### src/rtl/ram_test_sequencer.sv
// March-style RAM tester: writes a seeded pattern, reads it back, counts mismatches.
// Optional inverted second pass is enabled by defining RAM_TEST_SEQ_INVERT_PASS_EN.
module ram_test_sequencer #(
    parameter int BITWIDTH_IN  = 12,
    parameter int BITWIDTH_SYS = 16,
    parameter int BITWIDTH_ADR = 6,
    parameter int READ_LAT     = 1
) (
    input  logic                    CLK_SYS,
    input  logic                    RST,
    input  logic                    START,
    input  logic                    ABORT,
    input  logic [BITWIDTH_IN-1:0]  SEED,
    input  logic                    RDY_DUT,
    input  logic [BITWIDTH_SYS-1:0] RD_DATA,
    output logic                    EN,
    output logic                    RnW,
    output logic [BITWIDTH_ADR-1:0] ADR,
    output logic [BITWIDTH_SYS-1:0] WR_DATA,
    output logic                    BUSY,
    output logic                    DONE,
    output logic                    PASS,
    output logic [15:0]             ERR_CNT,
    output logic [BITWIDTH_ADR-1:0] FIRST_ERR_ADR
);

`ifdef RAM_TEST_SEQ_INVERT_PASS_EN
    localparam bit TWO_PASS = 1'b1;
`else
    localparam bit TWO_PASS = 1'b0;
`endif

    localparam logic [BITWIDTH_ADR-1:0] ADR_LAST = {BITWIDTH_ADR{1'b1}};
    localparam logic [2:0] DRAIN_LAST = 3'(READ_LAT - 1);

    typedef enum logic [2:0] {
        S_IDLE,
        S_WRITE,
        S_READ,
        S_DRAIN,
        S_FINISH
    } state_t;

    state_t                  state_q;
    logic [BITWIDTH_ADR-1:0] adr_q;
    logic [BITWIDTH_IN-1:0]  seed_q;
    logic                    pass_idx_q;
    logic                    pass_q;
    logic [2:0]              drain_q;
    logic [15:0]             err_cnt_q;
    logic [15:0]             err_cnt_d;
    logic [BITWIDTH_ADR-1:0] first_err_q;

    logic [READ_LAT-1:0]     vld_q;
    logic [BITWIDTH_IN-1:0]  exp_q  [READ_LAT];
    logic [BITWIDTH_ADR-1:0] padr_q [READ_LAT];

    logic                    start_acc;
    logic                    issue;
    logic                    mism;
    logic [BITWIDTH_IN-1:0]  pat;
    logic [BITWIDTH_IN-1:0]  rd_top;
    logic                    unused_rd;

    assign start_acc = START && !ABORT && (state_q == S_IDLE);
    assign issue     = RDY_DUT && ((state_q == S_WRITE) || (state_q == S_READ));

    // Pattern for the current address; pass 1 uses the bitwise inverse.
    assign pat = (seed_q + BITWIDTH_IN'(adr_q)) ^ {BITWIDTH_IN{pass_idx_q}};

    assign rd_top    = RD_DATA[BITWIDTH_SYS-1 -: BITWIDTH_IN];
    assign unused_rd = ^RD_DATA;
    assign mism      = vld_q[READ_LAT-1] && (rd_top != exp_q[READ_LAT-1]);
    assign err_cnt_d = (err_cnt_q == 16'hFFFF) ? err_cnt_q : err_cnt_q + 16'd1;

    assign EN            = issue;
    assign RnW           = (state_q == S_WRITE);
    assign ADR           = adr_q;
    assign WR_DATA       = (state_q == S_WRITE) ?
                           (BITWIDTH_SYS'(pat) << (BITWIDTH_SYS - BITWIDTH_IN)) : '0;
    assign BUSY          = (state_q != S_IDLE);
    assign DONE          = (state_q == S_FINISH);
    assign PASS          = pass_q;
    assign ERR_CNT       = err_cnt_q;
    assign FIRST_ERR_ADR = first_err_q;

    // Sequencing FSM: address walk, pass selection, drain and completion.
    always_ff @(posedge CLK_SYS or posedge RST) begin
        if (RST) begin
            state_q    <= S_IDLE;
            adr_q      <= '0;
            seed_q     <= '0;
            pass_idx_q <= 1'b0;
            pass_q     <= 1'b0;
            drain_q    <= '0;
        end else if (ABORT) begin
            state_q    <= S_IDLE;
            adr_q      <= '0;
            pass_idx_q <= 1'b0;
            pass_q     <= 1'b0;
            drain_q    <= '0;
        end else begin
            unique case (state_q)
                S_IDLE: begin
                    if (START) begin
                        seed_q     <= SEED;
                        adr_q      <= '0;
                        pass_idx_q <= 1'b0;
                        pass_q     <= 1'b0;
                        state_q    <= S_WRITE;
                    end
                end
                S_WRITE: begin
                    if (RDY_DUT) begin
                        if (adr_q == ADR_LAST) begin
                            adr_q   <= '0;
                            state_q <= S_READ;
                        end else begin
                            adr_q <= adr_q + BITWIDTH_ADR'(1);
                        end
                    end
                end
                S_READ: begin
                    if (RDY_DUT) begin
                        if (adr_q == ADR_LAST) begin
                            drain_q <= '0;
                            state_q <= S_DRAIN;
                        end else begin
                            adr_q <= adr_q + BITWIDTH_ADR'(1);
                        end
                    end
                end
                S_DRAIN: begin
                    if (drain_q == DRAIN_LAST) begin
                        if (TWO_PASS && !pass_idx_q) begin
                            pass_idx_q <= 1'b1;
                            adr_q      <= '0;
                            state_q    <= S_WRITE;
                        end else begin
                            pass_q  <= (err_cnt_q == 16'd0) && !mism;
                            state_q <= S_FINISH;
                        end
                    end else begin
                        drain_q <= drain_q + 3'd1;
                    end
                end
                S_FINISH: state_q <= S_IDLE;
                default:  state_q <= S_IDLE;
            endcase
        end
    end

    // Read-compare pipeline and error bookkeeping.
    always_ff @(posedge CLK_SYS or posedge RST) begin
        if (RST) begin
            vld_q       <= '0;
            err_cnt_q   <= '0;
            first_err_q <= '0;
            for (int i = 0; i < READ_LAT; i++) begin
                exp_q[i]  <= '0;
                padr_q[i] <= '0;
            end
        end else if (ABORT) begin
            vld_q <= '0;
        end else begin
            if (start_acc) begin
                err_cnt_q   <= '0;
                first_err_q <= '0;
            end else if (mism) begin
                err_cnt_q <= err_cnt_d;
                if (err_cnt_q == 16'd0) begin
                    first_err_q <= padr_q[READ_LAT-1];
                end
            end
            vld_q[0]  <= issue && (state_q == S_READ);
            exp_q[0]  <= pat;
            padr_q[0] <= adr_q;
            for (int i = 1; i < READ_LAT; i++) begin
                vld_q[i]  <= vld_q[i-1];
                exp_q[i]  <= exp_q[i-1];
                padr_q[i] <= padr_q[i-1];
            end
        end
    end

endmodule
### config.mk
export PLATFORM = sky130hd
export DESIGN_NAME = ram_test_sequencer
export DESIGN_NICKNAME = d
export VERILOG_FILES = /design/src/rtl/ram_test_sequencer.sv
export SDC_FILE = /design/constraint.sdc
export NUM_CORES = 1
export LEC_CHECK = 0
export CAP_MARGIN = 15
export CORE_MARGIN = 5
export CORE_UTILIZATION = 45
export CTS_CLUSTER_DIAMETER = 40
export DETAILED_ROUTE_END_ITERATION = 7
export PLACE_DENSITY = 0.73
export SETUP_SLACK_MARGIN = 0.3
export SLEW_MARGIN = 10
export SYNTH_ARGS = -nofsm -noshare
export SYNTH_HDL_FRONTEND = slang
export SYNTH_SLANG_ARGS = --single-unit
### constraint.sdc
create_clock -name CLK_SYS -period 2.3 [get_ports CLK_SYS]
set_input_delay 0.345 -clock CLK_SYS [delete_from_list [all_inputs] [get_ports CLK_SYS]]
set_output_delay 0.345 -clock CLK_SYS [all_outputs]
set_load 0.05 [all_outputs]
* After elaboration in Yosys (flattened, before gate mapping)
Cells that the tools add are included.
** Storage, ports and cells
- Register bits :: 67
** Cells by class
- Add/sub/neg operators :: 4
- Bitwise operators :: 2
- Reductions and logical operators :: 28
- Equal/unequal tests :: 16
- Mux-type cells :: 34
** Operators by type and width (number)
- $mux 16 :: 4
- $mux 6 :: 9
- $mux 3 :: 11
- $ne 3x3->1 const B :: 6
- $pmux 6 s3 :: 1
- $add 16x1->16 const B :: 1
- $eq 16x16->1 const B :: 1
- $logic_not 16->1 :: 1
- $add 12x6->12 :: 1
- $ne 12x12->1 :: 1
- $pmux 3 s4 :: 1
- $reduce_and 3->1 :: 4
- $xor 12x12->12 :: 1
- $reduce_bool 3->1 :: 3
- $reduce_bool 2->1 :: 4
- $add 6x1->6 const B :: 1
- $eq 3x2->1 const B :: 2
- $eq 6x6->1 const B :: 1
- $logic_and 1x1->1 :: 6
- $logic_not 3->1 :: 2
- $mux 1 :: 6
- $ne 3x2->1 const B :: 2
- $pmux 3 s2 :: 1
- $reduce_and 6->1 :: 1
- other kinds (12) :: 13

* Depth between registers and ports, before layout
Gate-level depths: netlist (run 1).
- Depth after elaboration :: 7
- Gate-level depth with buffers :: 9

* Worst setup path before layout (run 1)
OpenSTA, ideal clock, no wires.
- Path kind :: reg2out
- From :: reg adr_q[0], in the netlist ADR[0]
- To :: out WR_DATA[10]
- Cell stages (with the launch flop) :: 10
- Slack :: -1274 ps
- Path buffers :: 0
- Arrival :: 3229 ps
- Path through :: dfrtp_1 ha_1 inv_1 fa_1 nor2b_1 o21ai_0 a21boi_0 o21ai_0 and3_1 nor3_1
** Between the ends
- Cells in the longest elaborated chain, start to end :: 3
** Ends and longest elaborated chain
- start, declared :: RTL line 45 : logic [BITWIDTH_ADR-1:0] adr_q;
- start signal, assigned :: RTL line 119 : adr_q <= adr_q + BITWIDTH_ADR'(1);
- start signal, assigned :: RTL line 129 : adr_q <= adr_q + BITWIDTH_ADR'(1);
- $add 12x6->12 :: RTL line 69 : assign pat = (seed_q + BITWIDTH_IN'(adr_q)) ^ {BITWIDTH_IN{pass_idx_q}};
- $xor 12x12->12 :: RTL line 69
- $mux 16 :: RTL line 79 : assign WR_DATA = (state_q == S_WRITE) ?
- end, declared :: RTL line 19 : output logic [BITWIDTH_SYS-1:0] WR_DATA,
No other way between the ends.

* Worst setup path in the final report (run 1)
- From :: reg seed_q[0]
- To :: out WR_DATA[12]
** Between the ends
- Cells in the longest elaborated chain, start to end :: 3
** Ends and longest elaborated chain
- start, declared :: RTL line 46 : logic [BITWIDTH_IN-1:0] seed_q;
- start signal, assigned :: RTL line 92 : seed_q <= '0;
- start signal, assigned :: RTL line 106 : seed_q <= SEED;
- $add 12x6->12 :: RTL line 69
- $xor 12x12->12 :: RTL line 69
- $mux 16 :: RTL line 79
No other way between the ends.

==> results.ini, run 1 <==
[run_status]
status=complete, but fails checks
violations=setup timing

[cts]
clkSinkCount=66
clockRootBuffer=clkbuf_8
htreeDepth=3
numCtsBuffers=9
cts_tree=yes
clk_latency_ns=0.35
cts.clk_slew.worst_paths_ns=0.08
clock_path_buffers=2
cts_hold_buf=0

[setup_path]
required_ns=1.96
reg2reg_slack_ns=-0.10
crit_slowest_cell=dfrtp_1
cpPeakStageDelay_ns=0.42
r2r_end=exp_q[8]
crit_fanout=3
start_kind=flop
reg2reg_from=seed_q[0]
critPathArrivalTime_ns=2.52
reg2regPathDepth=11
cp-end-kind=primary output
cp_cell_sequence=ha_4 > inv_2 > fa_2 > nor2b_4 > o21ai_2 > a21boi_2 > o31ai_1 > xnor2_1 > and2_4 > buf_12
crit_family=adder cells
path_buf_inv=2
crit_type=reg2out

[yosys]
synth_top_flop_cell=dfrtp_1
async_reset_ff_share_pct=100
yosysSeqAreaShare_pct=44.1
synth_edf_count=0
synth_area_um2=3750
syn_avg_cell_area_um2=9.12
synth_seq_cells=66
syn_inst=411
synth_cell_types=52
ys_warn_count=0

[sta]
fmax_mhz=348
layout_setup_ws_ns=-0.570
final.min_clock_period_ns=2.87
final.period_utilization_pct=125
relSlewSlack_pct=66.0
final-setup-viol-count=15
rsz0062_at_grt=true
tightest_slew_ns=0.509
fin_skew_ns=0.0104
hold_viol=0
slew_viol_final=0

[floorplanning]
rows=33
start_util_pct=45.8
coreArea_um2=8180
dieArea_um2=10300
chipHeight_um=101
ioPinCount=82
fp.dieW_um=101

[cells_and_area]
antenna_cells=0
final_common_cell=nand2_1
fin_util_pct=69.6
drive_above_1_share_pct=34.8
final_cell_mix=nand2_1 (62), dfrtp_1 (53), clkdlybuf4s50_1 (45)
nNetsFinal=571
synthToLayoutAreaGrowth_pct=51.9

[global_route]
grt_first_pass_wirelength_um=17100
grt_antenna_before_repair=0
overflow=0
grt_pass1_vias=3435
grt_max_degree=30
grt_use_total_pct=21.1

[placement]
portBuffers=73
pre_cts_ws_ns=-0.0911
gp_congestion=0.895
dp_hpwl_um=7200

[drt]
ant_nets=0
vias_per_cell=5.71
drc_errors=0
drt_iter0_drc=202
wirelength_um=12000
num_vias=3634
wl_per_cell_um=18.9
dr.pass1.iters=7

[job]
drv_cap=0

[power_and_ir_drop]
total_power_mw=3.30
ir_worst_vdd_mv=0.351
leakage_nw=2.54
p_per_area_nw_per_um2=580

[worst_hold_path]
min_path_type=in2async

==> metrics by stage <==
stage	setup TNS, ns	std cells	hold WS, ns	cell area (µm²)
after floorplan	-0.307	414	0.450	3880
after global placement	-0.00924	598	0.466	4950
after detailed placement	-0.243	598	0.472	4950
after CTS	-1.65	624	0.367	5400
after global routing	-4.47	636	0.394	5690
final	-3.68	636	0.345	5690
==> registers in the layout, indices dropped and copies added (netlist names) <==
| signal | flops |
|---|---|
| drain_q | 3 |
| padr_q | 6 |
| PASS | 1 |
| exp_q | 12 |
| state_q | 3 |
| vld_q | 1 |
| FIRST_ERR_ADR | 6 |
| seed_q | 12 |
| ERR_CNT | 16 |
| ADR | 6 |
==> where the power goes <==
group / switching [mW] / internal [mW]
registers: 0.106 / 1.26
logic: 0.479 / 0.426
clock network: 0.472 / 0.559
==> area by class of cell <==
class | count | area [µm²]
inverter | 19 | 71.3
timing repair buffer | 119 | 1230
clock buffer | 12 | 155
tap | 105 | 131
fill | 580 | 2480
sequential | 66 | 1670
multi-input combinational | 311 | 2390
clock inverter | 4 | 50.0
==> cell families (layout without fill, tap and decap cells) <==
| logic type | Yosys count | after routing | synth area share (%) |
|---|---|---|---|
| other | 1 | 4 | 0.100 |
| adder cells (fa/ha/maj) | 12 | 12 | 4.21 |
| multiplexers | 13 | 13 | 3.84 |
| flip-flops | 66 | 66 | 44.1 |
| AO/OA/AOI/OAI | 85 | 85 | 14.8 |
| buffers and inverters | 37 | 154 | 4.51 |
| AND/OR/NAND/NOR | 176 | 176 | 23.6 |
| XOR/XNOR | 21 | 21 | 4.91 |
==> worst max-delay path by stage <==
stage              start           to  slack, ns  cells after the start
2_1_floorplan     ADR[0]  WR_DATA[10]      -0.22                      9
3_3_place_gp   seed_q[0]  WR_DATA[12]     -0.009                     10
3_5_place_dp   seed_q[0]  WR_DATA[12]      -0.09                     10
4_1_cts        seed_q[0]  WR_DATA[14]      -0.37                     10
5_1_grt           ADR[0]  WR_DATA[14]      -0.63                     10
6_report       seed_q[0]  WR_DATA[12]      -0.57                     10
==> routing by layer <==
metal | track usage, % | up-vias | share of wire (%)
li1 | - | 1671 | -
met1 | 26.0 | 1780 | 38
met2 | 37.6 | 147 | 53
met3 | 3.03 | 36 | 5.1
met4 | 7.36 | 0 | 3.3
met5 | 0 | - | 0
==> cells in the mapped netlist, types with 5 or more instances <==
cell type	count	area, µm²
and2_1	6	37.5
and3_1	13	81.3
buf_4	5	37.5
clkbuf_1	6	22.5
dfrtp_1	66	1650
ha_1	11	138
inv_1	19	71.3
mux2_2	11	124
nand2_1	65	244
nand3_1	21	105
nand4_1	8	50.1
nor2_1	25	93.8
nor2b_1	6	37.5
nor3_1	9	45.0
o21ai_0	39	195
o31ai_1	15	113
xnor2_1	19	166
==> what timing repair did <==
item / CTS / global route
buffers inserted: 10 / 12
endpoints found under the hold margin: 0 / 0
resized for setup: 54 / 51
endpoints found under the setup margin: 36 / 34
pin swaps: 15 / 24
Power figures use the tool's default switching activity.
==> run 2: changes to the inputs <==
- CORE_ASPECT_RATIO: not set -> 1.4
- MAX_ROUTING_LAYER: not set -> met4
==> results.ini, run 2 (synthesis results as in run 1) <==
[sta]
slew_viol_final=0
hold_viol=0
tightest_slew_ns=0.512
layout_setup_ws_ns=-0.473
relSlewSlack_pct=65.8
fmax_mhz=361
setup_tns_ns=-2.50
fin_skew_ns=0.0103
fin_hold_ws_ns=0.404
final.min_clock_period_ns=2.77
final-setup-viol-count=10
rsz0062_at_grt=true
final.period_utilization_pct=121

[floorplanning]
start_util_pct=46.0
chipHeight_um=118
dieArea_um2=10300
rows=39
coreArea_um2=8150
ioPinCount=82
fp.dieW_um=87.1

[cts]
numCtsBuffers=9
clockRootBuffer=clkbuf_16
cts_hold_buf=0
clkSinkCount=66
clock_path_buffers=2
clk_latency_ns=0.34
htreeDepth=3
cts_tree=yes
cts.clk_slew.worst_paths_ns=0.06

[cells_and_area]
final_common_cell=nand2_1
antenna_cells=0
stdcell_count=636
synthToLayoutAreaGrowth_pct=53.9
fin_util_pct=70.8
nNetsFinal=574
stdcell_area_um2=5770
largest_reg_flops=16
final_cell_mix=nand2_1 (64), dfrtp_1 (52), clkdlybuf4s50_1 (44)
drive_above_1_share_pct=34.8

[power_and_ir_drop]
swShare_pct=31.2
switchingPower_mw=1.09
comb_power_share_pct=25.5
p_clk_share_pct=35.9
ir_worst_vdd_mv=0.443
leakage_nw=2.62
p_int_mw=2.41
total_power_mw=3.51
p_seq_share_pct=38.7
p_per_area_nw_per_um2=608

[global_route]
overflow=0
grt_max_degree=67
grt_pass1_vias=3413
grt_use_total_pct=21.3
grt_first_pass_wirelength_um=16900
grt_antenna_before_repair=0

[job]
drv_cap=0

[run_status]
status=complete, but fails checks
violations=setup timing

[placement]
pre_cts_ws_ns=-0.0611
dp_cells=598
portBuffers=73
dp_hpwl_um=7110
gp_congestion=0.829
dpl-instance-area_um2=4970

[setup_path]
crit_type=reg2out
start_kind=flop
critPathArrivalTime_ns=2.43
cp-end-kind=primary output
required_ns=1.96
crit_fanout=3

[drt]
vias_per_cell=5.57
ant_nets=0
wirelength_um=11200
drc_errors=0
dr.pass1.iters=4
wl_per_cell_um=17.7
num_vias=3542
drt_iter0_drc=216

[worst_hold_path]
min_path_type=in2async

[run 2: cell types whose count changed in the layout (fill, tap and decap cells not counted), moves of 3 or more]
cell,previous run,this run
o21ai_0,24,27
dlymetal6s2s_1,1,4
clkbuf_16,0,9
buf_4,37,43
clkbuf_8,11,0
buf_6,10,7
[run 2: final timing paths]
path                       startpoint           to  depth (start not counted)  slack [ns]
setup / recovery               ADR[1]  WR_DATA[14]                          9       -0.47
hold / removal                    RST  ERR_CNT[15]                          3        0.40
setup reg to reg               ADR[1]     exp_q[8]                         10           0
hold reg to reg             seed_q[5]    seed_q[5]                          2        0.49
max in group asynchronous         RST       ADR[0]                          3        1.59
min in group CLK_SYS        seed_q[5]    seed_q[5]                          2        0.49
[run 2: repair_timing]
action	CTS	global route
gates cloned	0	0
pin swaps	18	22
buffers inserted	5	17
resized for setup	49	45
setup endpoints to repair	35	38
[run 2: layout make-up]
| class | count | area [µm²] |
|---|---|---|
| Fill cell | 569 | 2380 |
| Multi-Input combinational cell | 311 | 2370 |
| Sequential cell | 66 | 1670 |
| Timing Repair Buffer | 122 | 1260 |
| Clock buffer | 10 | 229 |
| Tap cell | 102 | 128 |
| Inverter | 19 | 71.3 |
| Clock inverter | 6 | 43.8 |
[run 2: power groups by stage]
stage | logic [mW] | clock network (mW) | registers, mW
CTS | 0.795 | 1.27 | 1.35
global route | 0.950 | 1.33 | 1.37
finish | 0.893 | 1.26 | 1.36
detailed placement | 0.734 | 0 | 1.36
global placement | 0.721 | 0 | 1.36
floorplan | 0.429 | 0 | 1.38
[run 2: layer usage]
layer / global-route usage, % / vias up / wire (µm)
li1: - / 1687 / -
met2: 35.1 / 97 / 6010
met3: 4.97 / 28 / 529
met4: 7.97 / 0 / 363
met1: 25.1 / 1730 / 4340
met5: - / - / 0
[run 2: worst max-delay path, stage by stage (launching register included)]
cell      delay [ns]
dfrtp_2         0.41
inv_1           0.11
fa_2            0.41
nor2b_2         0.14
o21ai_2         0.09
a21boi_2        0.24
o31ai_2         0.10
xnor2_1         0.25
and2_4          0.21
buf_12          0.13
==> run 3: changes to the inputs <==
--- a/config.mk
+++ b/config.mk
@@ -10,3 +10,3 @@
 export CORE_MARGIN = 5
-export CORE_UTILIZATION = 45
+export CORE_UTILIZATION = 35
 export CTS_CLUSTER_DIAMETER = 40
@@ -14,3 +14,3 @@
 export MAX_ROUTING_LAYER = met4
-export PLACE_DENSITY = 0.73
+export PLACE_DENSITY = 0.59
 export SETUP_SLACK_MARGIN = 0.3
==> constraint.sdc (replaced) <==
create_clock -name CLK_SYS -period 2.3 [get_ports CLK_SYS]
set_input_delay 0.46 -clock CLK_SYS [delete_from_list [all_inputs] [get_ports CLK_SYS]]
set_output_delay 0.46 -clock CLK_SYS [all_outputs]
set_load 0.05 [all_outputs]
==> results.ini, run 3 (synthesis results as in run 1) <==
[run_status]
status=complete, but fails checks
violations=setup timing

[sta]
final.period_utilization_pct=121
final.min_clock_period_ns=2.78
slew_viol_final=0
rsz0062_at_grt=true
fmax_mhz=360
hold_viol=0
layout_setup_ws_ns=-0.480
relSlewSlack_pct=65.4
tightest_slew_ns=0.521
final-setup-viol-count=10
fin_skew_ns=0.00607

[global_route]
grt_antenna_before_repair=0
overflow=0
grt_pass1_vias=3576
grt_max_degree=23
grt_first_pass_wirelength_um=18000
grt_use_total_pct=17.5

[worst_hold_path]
min_path_type=reg2reg

[floorplanning]
ioPinCount=82
rows=44
chipHeight_um=132
coreArea_um2=10400
start_util_pct=36.0
dieArea_um2=12900
fp.dieW_um=97.5

[cts]
numCtsBuffers=9
cts_hold_buf=0
clock_path_buffers=2
clockRootBuffer=clkbuf_16
cts.clk_slew.worst_paths_ns=0.05
clkSinkCount=66
cts_tree=yes
htreeDepth=3
clk_latency_ns=0.33

[cells_and_area]
antenna_cells=0
nNetsFinal=585
largest_reg_flops=16
final_cell_mix=nand2_1 (65), dfrtp_1 (53), buf_4 (48)
drive_above_1_share_pct=36.0
final_common_cell=nand2_1
synthToLayoutAreaGrowth_pct=58.1
fin_util_pct=56.9

[placement]
portBuffers=73
gp_congestion=0.827
dp_hpwl_um=7790

[job]
drv_cap=0

[drt]
dr.pass1.iters=4
drt_iter0_drc=178
vias_per_cell=5.08
wl_per_cell_um=15.7
drc_errors=0
wirelength_um=10800
num_vias=3471
ant_nets=0

[setup_path]
critPathArrivalTime_ns=2.32
cp-end-kind=primary output
start_kind=flop
crit_fanout=3
required_ns=1.84
crit_type=reg2out

[power_and_ir_drop]
p_per_area_nw_per_um2=596
total_power_mw=3.53
ir_worst_vdd_mv=0.393
leakage_nw=2.68

-- run 3: cell types whose count changed in the layout (fill, tap and decap cells not counted), sizes merged, moves of 3 or more --
cell           delta
buf              +11
clkbuf            +3
clkinvlp          -3
clkdlybuf4s50     -9
dlygate4sd2      +13
dlymetal6s2s      -4
-- run 3: cell type report --
| class | count | area, µm² |
|---|---|---|
| well taps | 138 | 173 |
| flip-flops and latches | 66 | 1670 |
| inverters | 19 | 75.1 |
| clock inverters | 3 | 15.0 |
| fillers | 902 | 4480 |
| repair buffers | 132 | 1350 |
| multi-input cells | 312 | 2380 |
| clock buffers | 13 | 260 |
-- run 3: timing repair --
item,CTS,global route
pin swaps,20,17
gates resized for setup,75,29
endpoints found under the setup margin,54,37
buffers inserted,11,5
cloned,0,1
-- run 3: final timing paths --
path                       slack, ns  depth (start not counted)               end       from
min                             0.48                          2         seed_q[5]  seed_q[5]
max                            -0.48                         10       WR_DATA[10]  seed_q[0]
min reg2reg                     0.48                          2         seed_q[5]  seed_q[5]
max in group asynchronous       1.16                          4        state_q[0]        RST
min in group asynchronous       0.50                          2  FIRST_ERR_ADR[3]        RST
max reg2reg                     0.07                         11         exp_q[10]  seed_q[0]
-- run 3: power by group --
group | internal (mW) | total (mW) | switching, mW
Sequential | 1.26 | 1.35 | 0.0943
Combinational | 0.446 | 0.904 | 0.458
Clock | 0.782 | 1.27 | 0.487
-- run 3: critical path: stages (launching register included) --
cell and delay [ns]:
dfrtp_1 0.40, ha_4 0.16, inv_2 0.03, fa_2 0.34, nor2b_2 0.13, o21ai_2 0.08
a21boi_2 0.22, o21ai_1 0.13, and3_4 0.18, nor3_4 0.15, buf_12 0.16
-- run 3: metrics by stage --
| stage | hold slack (ns) | std cells | setup WS (ns) | TNS [ns] | instance area, µm² |
|---|---|---|---|---|---|
| after floorplan | 0.450 | 414 | -0.332 | -0.668 | 3880 |
| after global placement | 0.467 | 650 | -0.170 | -1.22 | 5170 |
| after detailed placement | 0.470 | 650 | -0.206 | -1.13 | 5170 |
| after CTS | 0.483 | 677 | -0.459 | -2.90 | 5740 |
| after global routing | 0.521 | 683 | -0.609 | -3.86 | 5920 |
| final | 0.480 | 683 | -0.480 | -2.94 | 5920 |
-- run 3: metal layers --
metal | share of wire [%] | track usage (%) | vias to the layer above | wire, µm
li1 | - | - | 1689 | -
met1 | 42 | 20.7 | 1693 | 4520
met2 | 53 | 30.0 | 73 | 5650
met3 | 3.7 | 3.05 | 16 | 400
met4 | 1.7 | 6.16 | 0 | 183
met5 | 0 | - | - | 0
